`config.mk`:
```
export PLATFORM = sky130hd
export DESIGN_NAME = piano_voice_arbiter_flat
export DESIGN_NICKNAME = d
export VERILOG_FILES = /design/src/rtl/piano_voice_arbiter_if.sv /design/src/rtl/piano_voice_arbiter.sv /design/src/flat_wrapper.sv
export SDC_FILE = /design/constraint.sdc
export NUM_CORES = 1
export LEC_CHECK = 0
export ABC_AREA = 1
export BUFFER_PORTS_ARGS = -buffer_cell sky130_fd_sc_hd__buf_2
export CAP_MARGIN = 40
export CORE_ASPECT_RATIO = 1.1
export CORE_MARGIN = 1
export CORE_UTILIZATION = 49
export CTS_BUF_LIST = sky130_fd_sc_hd__clkbuf_4 sky130_fd_sc_hd__clkbuf_8
export DETAILED_ROUTE_END_ITERATION = 12
export PLACE_DENSITY = 0.67
export SLEW_MARGIN = 20
export SYNTH_ARGS = -nofsm -noshare
export SYNTH_HDL_FRONTEND = slang
export SYNTH_SLANG_ARGS = --single-unit
```
`constraint.sdc`:
```
create_clock -name clk -period 5.3 [get_ports clk]
set_clock_uncertainty 0.05 [all_clocks]
set_input_delay 0.53 -clock clk [delete_from_list [all_inputs] [get_ports clk]]
set_output_delay 0.53 -clock clk [all_outputs]
set_load 0.01 [all_outputs]
```
`src/rtl/piano_voice_arbiter_if.sv`:
```
// Key/tone bundle between the piano front panel and the monophonic voice
// controller. The controller side uses the slave modport.
interface piano_voice_arbiter_if;
  logic [7:0] keys;
  logic       mute;
  logic       tone;
  logic       note_on;
  logic [2:0] active_idx;
  logic       note_change;

  modport master (
    output keys,
    output mute,
    input  tone,
    input  note_on,
    input  active_idx,
    input  note_change
  );

  modport slave (
    input  keys,
    input  mute,
    output tone,
    output note_on,
    output active_idx,
    output note_change
  );
endinterface

```
`src/rtl/piano_voice_arbiter.sv`:
```
// Monophonic voice controller: synchronises and debounces eight key buttons
// (C4..C5), selects one sounding note with last-pressed priority, and drives a
// single time-shared square-wave divider with that note's half-period.
module piano_voice_arbiter #(
  parameter int CLK_HZ          = 50000000,
  parameter int DEBOUNCE_CYCLES = 500000,
  parameter int CNT_W           = 17
) (
  input logic                  clk,
  input logic                  reset,
  piano_voice_arbiter_if.slave bus
);

  localparam int DEB_W = (DEBOUNCE_CYCLES > 1) ? $clog2(DEBOUNCE_CYCLES) : 1;

  // Half-period in clock cycles for each key, floor(CLK_HZ / (2 * F)).
  function automatic logic [CNT_W-1:0] half_period(input logic [2:0] idx);
    case (idx)
      3'd0:    half_period = CNT_W'(CLK_HZ / (2 * 262));
      3'd1:    half_period = CNT_W'(CLK_HZ / (2 * 294));
      3'd2:    half_period = CNT_W'(CLK_HZ / (2 * 330));
      3'd3:    half_period = CNT_W'(CLK_HZ / (2 * 349));
      3'd4:    half_period = CNT_W'(CLK_HZ / (2 * 392));
      3'd5:    half_period = CNT_W'(CLK_HZ / (2 * 440));
      3'd6:    half_period = CNT_W'(CLK_HZ / (2 * 494));
      default: half_period = CNT_W'(CLK_HZ / (2 * 523));
    endcase
  endfunction

  // Index of the highest set bit; 0 for an empty vector.
  function automatic logic [2:0] top_bit(input logic [7:0] v);
    top_bit = 3'd0;
    for (int i = 0; i < 8; i++) begin
      if (v[i]) top_bit = 3'(i);
    end
  endfunction

  logic [7:0]       sync_p0;
  logic [7:0]       sync_p1;
  logic [7:0]       sync_prev;
  logic [7:0]       deb;
  logic [7:0]       deb_prev;
  logic [DEB_W-1:0] deb_cnt;
  logic [2:0]       active_idx_q;
  logic             note_on_q;
  logic             note_change_q;
  logic [CNT_W-1:0] tone_cnt;
  logic             tone_q;

  logic [7:0]       new_keys;
  logic [2:0]       idx_nxt;
  logic             on_nxt;
  logic             change_nxt;

  // Two-flop synchroniser per key, plus last cycle's synchronised value.
  always_ff @(posedge clk) begin
    if (reset) begin
      sync_p0   <= '0;
      sync_p1   <= '0;
      sync_prev <= '0;
    end else begin
      sync_p0   <= bus.keys;
      sync_p1   <= sync_p0;
      sync_prev <= sync_p1;
    end
  end

  // Shared debounce counter: a new key pattern is accepted only after it has
  // been stable for DEBOUNCE_CYCLES cycles; any movement restarts the count.
  always_ff @(posedge clk) begin
    if (reset) begin
      deb     <= '0;
      deb_cnt <= '0;
    end else if ((sync_p1 != sync_prev) || (sync_p1 == deb)) begin
      deb_cnt <= '0;
    end else if (deb_cnt == DEB_W'(DEBOUNCE_CYCLES - 1)) begin
      deb     <= sync_p1;
      deb_cnt <= '0;
    end else begin
      deb_cnt <= deb_cnt + 1'b1;
    end
  end

  // Last-pressed priority: a fresh press wins (highest index on ties); if the
  // sounding key is released, fall back to the highest key still held.
  always_comb begin
    new_keys = deb & ~deb_prev;
    idx_nxt  = active_idx_q;
    on_nxt   = |deb;
    if (new_keys != 8'd0) begin
      idx_nxt = top_bit(new_keys);
    end else if (deb_prev[active_idx_q] && !deb[active_idx_q]) begin
      idx_nxt = (deb == 8'd0) ? 3'd0 : top_bit(deb);
    end
    change_nxt = (idx_nxt != active_idx_q) || (on_nxt != note_on_q);
  end

  // Registered arbitration outputs and the one-cycle change pulse.
  always_ff @(posedge clk) begin
    if (reset) begin
      deb_prev      <= '0;
      active_idx_q  <= '0;
      note_on_q     <= 1'b0;
      note_change_q <= 1'b0;
    end else begin
      deb_prev      <= deb;
      active_idx_q  <= idx_nxt;
      note_on_q     <= on_nxt;
      note_change_q <= change_nxt;
    end
  end

  // Shared tone divider: restarts on every note change without touching the
  // output level, so a new pitch always begins with a full half-period.
  always_ff @(posedge clk) begin
    if (reset) begin
      tone_cnt <= '0;
      tone_q   <= 1'b0;
    end else if (!note_on_q) begin
      tone_cnt <= '0;
      tone_q   <= 1'b0;
    end else if (note_change_q) begin
      tone_cnt <= '0;
    end else if (tone_cnt == half_period(active_idx_q) - 1'b1) begin
      tone_cnt <= '0;
      tone_q   <= ~tone_q;
    end else begin
      tone_cnt <= tone_cnt + 1'b1;
    end
  end

  // Mute gates only the output, so the divider keeps its phase while muted.
  assign bus.tone        = tone_q & ~bus.mute;
  assign bus.note_on     = note_on_q;
  assign bus.active_idx  = active_idx_q;
  assign bus.note_change = note_change_q;

endmodule

```
`src/flat_wrapper.sv`:
```
// flat-port wrapper written by rule: the top's interface ports become plain ports
module piano_voice_arbiter_flat 
#(
  parameter int CLK_HZ          = 50000000,
  parameter int DEBOUNCE_CYCLES = 500000,
  parameter int CNT_W           = 17
)
  (clk, reset, bus_keys, bus_mute, bus_tone, bus_note_on, bus_active_idx, bus_note_change);
  piano_voice_arbiter_if bus_i ();
  input logic clk;
  input logic reset;
  input wire logic [$bits(bus_i.keys)-1:0] bus_keys;
  input wire logic [$bits(bus_i.mute)-1:0] bus_mute;
  output wire logic [$bits(bus_i.tone)-1:0] bus_tone;
  output wire logic [$bits(bus_i.note_on)-1:0] bus_note_on;
  output wire logic [$bits(bus_i.active_idx)-1:0] bus_active_idx;
  output wire logic [$bits(bus_i.note_change)-1:0] bus_note_change;
  assign bus_i.keys = bus_keys;
  assign bus_i.mute = bus_mute;
  assign bus_tone = bus_i.tone;
  assign bus_note_on = bus_i.note_on;
  assign bus_active_idx = bus_i.active_idx;
  assign bus_note_change = bus_i.note_change;
  piano_voice_arbiter #(.CLK_HZ(CLK_HZ), .DEBOUNCE_CYCLES(DEBOUNCE_CYCLES), .CNT_W(CNT_W)) u_core (.clk(clk), .reset(reset), .bus(bus_i));
endmodule
```
; Yosys cells after proc, flatten, opt, wreduce, memory -nomap -nowiden
; Index checks and enable logic that the tools add are counted.
[word_totals]
in_bits = 11
register_bits = 82
out_inout_bits = 6
wordCells = 73
[classes]
order_cmp = 1
add_sub_neg = 3
n_reduce_logical = 13
n_bitwise = 8
eq_ne = 12
n_mux = 25
[op_table]
columns = cell, count
row1 = one-hot mux 17 bit (7 select lines), 1
row2 = two-way mux 17 bit, 3
row3 = two-way mux 3 bit, 11
row4 = "adder 19 x 1 -> 19 bit, second input constant", 1
row5 = "equality test 19 bit, second input constant", 1
row6 = "adder 17 x 1 -> 17 bit, second input constant", 1
row7 = equality test 17 bit, 1
row8 = "subtractor 17 x 1 -> 17 bit, second input constant", 1
row9 = "equality test 3 bit, second input constant", 3
row10 = bitwise AND 8 bit, 1
row11 = equality test 8 bit, 1
row12 = zero test 8 bit, 1
row13 = two-way mux 2 bit, 4
row14 = != test 8 bit, 1
row15 = NOT 8 bit, 1
row16 = nonzero test 8 bit, 1
row17 = OR reduction 8 bit, 1
row18 = binary-select mux 1 bit (select 3 bit), 2
row19 = "equality test 3 x 2 -> 1 bit, second input constant", 2
row20 = NOT 1 bit, 5
row21 = "< comparator 3 x 4 -> 1 bit, second input constant", 1
row22 = two-way mux 1 bit, 4
row23 = AND reduction 2 bit, 2
row24 = OR reduction 4 bit, 1
row25 = 10 further kinds, 11

; Logic depth before layout (Yosys ltp)
[depth]
ltp_word = 12
mapped_depth = 17

; Worst setup path after synthesis
; No wires, ideal clock.
[synth_path]
kind = register to register
start = register u_core.active_idx_q[0], in the netlist u_core.bus.active_idx[0]
end = register u_core.tone_cnt[0]
synth_period_minus_slack_ps = 2179
path_stages_with_launch = 13
setup_ps = 117
required_ps = 5133
setup_slack_ps = 3121
path_buffers = 3
arrival_time_ps = 2012
path_cell_list = dfxtp_1 clkbuf_2 inv_1 buf_2 nor2_1 ha_1 xor2_1 o2111ai_1 nor2_1 nand2_1 o211ai_4 buf_6 nor2_1
[synth_between]
elab_chain_len = 8
word_cells_on_any_way = 14
[synth_lines]
columns = element, line_no
row1 = from (decl), piano_voice_arbiter.sv:44  ; logic [2:0] active_idx_q;
row2 = from (signal assigned), piano_voice_arbiter.sv:107  ; active_idx_q <= idx_nxt;
row3 = equality test 3 bit (tied with other cells), piano_voice_arbiter.sv:18  ; case (idx)
row4 = one-hot mux 17 bit (7 select lines) *, piano_voice_arbiter.sv:18
row5 = two-way mux 17 bit *, piano_voice_arbiter.sv:122  ; end else if (note_change_q) begin
row6 = two-way mux 17 bit *, piano_voice_arbiter.sv:119  ; end else if (!note_on_q) begin
row7 = two-way mux 17 bit *, piano_voice_arbiter.sv:116  ; if (reset) begin
row8 = subtractor 17 x 1 -> 17 bit *, piano_voice_arbiter.sv:124  ; end else if (tone_cnt == half_period(active_idx_q) - 1'b1) begin
row9 = equality test 17 bit *, piano_voice_arbiter.sv:124
row10 = OR reduction 4 bit (no line) *, -
row11 = to (signal assigned), piano_voice_arbiter.sv:128  ; tone_cnt <= tone_cnt + 1'b1;
row12 = to (decl), piano_voice_arbiter.sv:47  ; logic [CNT_W-1:0] tone_cnt;
; Mark *: on every way between the ends. The rest lies on a longest branch, timed or not. The select of a mux whose other input is x is not followed.
; A chain may end at the register's enable or synchronous reset.

; Worst setup path in the final report
[layout_path]
start = register u_core.active_idx_q[0], in the netlist u_core.bus.active_idx[0]
end = register u_core.tone_cnt[5]
; Same word-level chain as after synthesis.

==> results.toml <==
[sta]
hold_violations = 0
rsz0062_at_grt = "no"
post-route-period-util_pct = 52.1
max_slew_margin_pct = 51.7
max_clock_freq_mhz = 362
setup_viol = 0
tightest_slew_ns = 0.725
layout_min_cycle_time_ns = 2.76
slew_viol_final = 0
fin_setup_tns_ns = 0

[yosys]
synth_edf_count = 0
yosysTopAreaCell = "dfxtp_1"
synth_area_leaders = "dfxtp_1 (41%), nand2_1 (12%), nor2_1 (11%), inv_1 (8.0%), xor2_1 (6.2%)"
synth_common_cells = "nand2_1 (129), nor2_1 (114), inv_1 (85), dfxtp_1 (82), nand3_1 (35)"
yosysUniqueCellTypes = 37
synth_ff_type = "dfxtp_1"
yosysWarnings = 0
synthArstFlopShare_pct = 0
syn_inst = 579
yosys_register_bits = 82
syn-num-nets = 593
netlist_area_um2 = 3970
netlist.area_leader.share_pct = 41.3
ys_seq_area_share_pct = 41.3
synth.avg_cell_area_um2 = 6.86
synthMostInstantiatedCell = "nand2_1"

[critical_path]
setup.worst_path.start_class = "flip-flop"
cp-end-kind = "flip-flop"
r2r_setup_slack_ns = 2.54
worstPathRequired_ns = 5.47
worstPathCellList = "inv_1 -> nor2_1 -> ha_1 -> xor2_1 -> o2111ai_1 -> nor2_1 -> nand2_1 -> o211ai_4 -> nor2_1"
startpoint = "u_core.bus.active_idx[0]$_SDFF_PP0_"
reg2regPathDepth = 9
worstSetupPathType = "reg2reg"
crit_arrival_ns = 2.93
reg2reg_from = "u_core.bus.active_idx[0]$_SDFF_PP0_"
crit_slowest_cell = "dfxtp_1"
critical_path.max_stage_delay_ns = 0.68
r2r-end = "u_core.tone_cnt[5]$_SDFF_PP0_"
path_max_fanout = 17
crit_top_cell = "nor2_1"
crit_end = "u_core.tone_cnt[5]$_SDFF_PP0_"

[power]
design_power_total_uw = 1130
powerDensity_nw_per_um2 = 260
clkPwrFrac_pct = 41.6
p_int_uw = 881
ir_drop_mv = 0.160
p_sw_uw = 248
comb_power_share_pct = 2.9
p_leak_uw = 0.00188
swShare_pct = 22.0
p_seq_share_pct = 55.6

[detailed_routing]
wl_um = 7490
ant_nets = 0
dr.pass1.iters = 4
viasPerCell = 4.77
vias = 3376
detail_route.wl_per_cell_um = 10.6
drt_iter0_drc = 167
remaining_drc_errors = 0

[grt]
grt_pass1_wl_um = 13000
met2_usage_pct = 32.5
gr-max-usage-layer = "met2"
grtUsageTotal_pct = 19.6
use_met1_pct = 25.4
grt_antenna_before_repair = 0
grt_pass1_vias = 3028
grt_max_degree = 41
grt_util_met3_pct = 2.89
grt_overflow_total = 0

[cts]
clk_path_buf_depth = 2
cts_num_sinks = 82
root_buffer = "clkbuf_8"
holdBufCountCts = 0
cts_resized = 0
clock_latency_ns = 0.34
cts.clk_slew.worst_paths_ns = 0.09
cts_tree = "done"
numCtsBuffers = 9
postCtsSetupBuffers = 0
htree_num_levels = 3

[floorplan]
die_y_um = 96.4
core_area_um2 = 7870
die_area_um2 = 8470
rows = 34
dieWidth_um = 87.8
initial_utilization_pct = 50.5
ios = 17

[placement]
numPortBuffers = 16
gp_congestion = 0.903
hpwl_um = 5480

[finish]
final_util_pct = 55.2
nets = 609
drive_above_1_share_pct = 8.17
antenna_cells = 0
area_growth_syn_to_layout_pct = 9.45

[hold_path]
min_path_type = "in2reg"
hold_depth = 3

[flow_run]
maxCapViolations = 0

[run_status]
status = "finished clean"
-- kinds of logic after synthesis --
kind of cell	count (synthesis)	synth area share, %
buf+inv	99	9.67
fa+ha+maj	3	0.945
xor+xnor	40	8.82
simple gates	322	34.2
compound gates	33	5.01
flops	82	41.3
-- sequential cells by signal (all words and copies together) (netlist names) --
name and cells:
u_core.bus.active_idx 3, u_core.bus.note_change 1, u_core.bus.note_on 1, u_core.deb 8, u_core.deb_cnt 19, u_core.deb_prev 8, u_core.sync_p0 8, u_core.sync_p1 8
u_core.sync_prev 8, u_core.tone_cnt 17, u_core.tone_q 1
-- how the worst min path moves through the flow --
stage	from	to	slack [ns]
3_5_place_dp	u_core.sync_p0[1]$_SDFF_PP0_	u_core.sync_p1[1]$_SDFF_PP0_	0.34
3_3_place_gp	u_core.sync_p0[5]$_SDFF_PP0_	u_core.sync_p1[5]$_SDFF_PP0_	0.34
6_report	bus_keys[0]	u_core.sync_p0[0]$_SDFF_PP0_	0.34
4_1_cts	bus_keys[2]	u_core.sync_p0[2]$_SDFF_PP0_	0.32
2_1_floorplan	u_core.sync_p0[0]$_SDFF_PP0_	u_core.sync_p1[0]$_SDFF_PP0_	0.34
5_1_grt	bus_keys[2]	u_core.sync_p0[2]$_SDFF_PP0_	0.32
-- cell usage in the layout (no fill, tap or decap), types with 2 or more instances in the layout --
| cell type | netlist | layout |
|---|---|---|
| a21oi_1 | 10 | 10 |
| ha_1 | 3 | 3 |
| clkinvlp_4 | 0 | 2 |
| nor2_2 | 2 | 2 |
| nand3b_1 | 2 | 2 |
| nor2_1 | 114 | 114 |
| dfxtp_1 | 82 | 82 |
| inv_1 | 85 | 85 |
| buf_2 | 3 | 16 |
| nor3_1 | 11 | 11 |
| clkbuf_8 | 0 | 11 |
| nand4_1 | 7 | 7 |
| nor4_1 | 6 | 6 |
| clkinv_4 | 0 | 2 |
| xnor2_1 | 12 | 12 |
| inv_2 | 3 | 3 |
| or2_2 | 7 | 7 |
| xor2_1 | 28 | 28 |
| nand3_1 | 35 | 35 |
| o22ai_1 | 3 | 3 |
| o21ai_0 | 14 | 14 |
| and3_1 | 2 | 2 |
| nand2_1 | 129 | 129 |
-- cell type report --
cell class	instances	area [µm²]
inverters	88	330
flip-flops and latches	82	1640
repair buffers	16	80.1
well taps	108	135
fillers	763	3520
clock inverters	5	62.6
clock buffers	11	151
multi-input cells	398	1950
-- critical path, delay by kind of cell, from the launching register on --
kind | cells | cell delay (ns)
buf+inv | 1 | 0.33
simple gates | 4 | 0.54
xor+xnor | 1 | 0.17
fa+ha+maj | 1 | 0.26
compound gates | 2 | 0.60
flops | 1 | 0.68
-- per-layer routing --
| metal | vias up | share of wire (%) | routed length (µm) |
|---|---|---|---|
| met1 | 1479 | 48 | 3610 |
| met3 | 19 | 3.0 | 225 |
| met4 | 0 | 2.4 | 181 |
| li1 | 1812 | - | - |
| met5 | - | 0 | 0 |
| met2 | 66 | 46 | 3480 |
-- metrics by stage --
step / setup slack, ns / std cells / hold slack (ns) / cell area [µm²]
after floorplan: 3.12 / 579 / 0.338 / 3970
after global placement: 2.72 / 692 / 0.342 / 4130
after detailed placement: 2.60 / 692 / 0.344 / 4130
after CTS: 2.59 / 708 / 0.318 / 4350
after global routing: 2.26 / 708 / 0.320 / 4350
final: 2.54 / 708 / 0.336 / 4350
-- power groups by stage --
| stage | Clock [µW] | Combinational (µW) | Sequential [µW] |
|---|---|---|---|
| global placement | 0 | 32.2 | 642 |
| floorplan | 0 | 24.1 | 641 |
| CTS | 484 | 33.2 | 628 |
| global route | 510 | 38.1 | 629 |
| detailed placement | 0 | 33.0 | 642 |
| finish | 469 | 32.4 | 628 |
(Power assumes the default switching activity.)
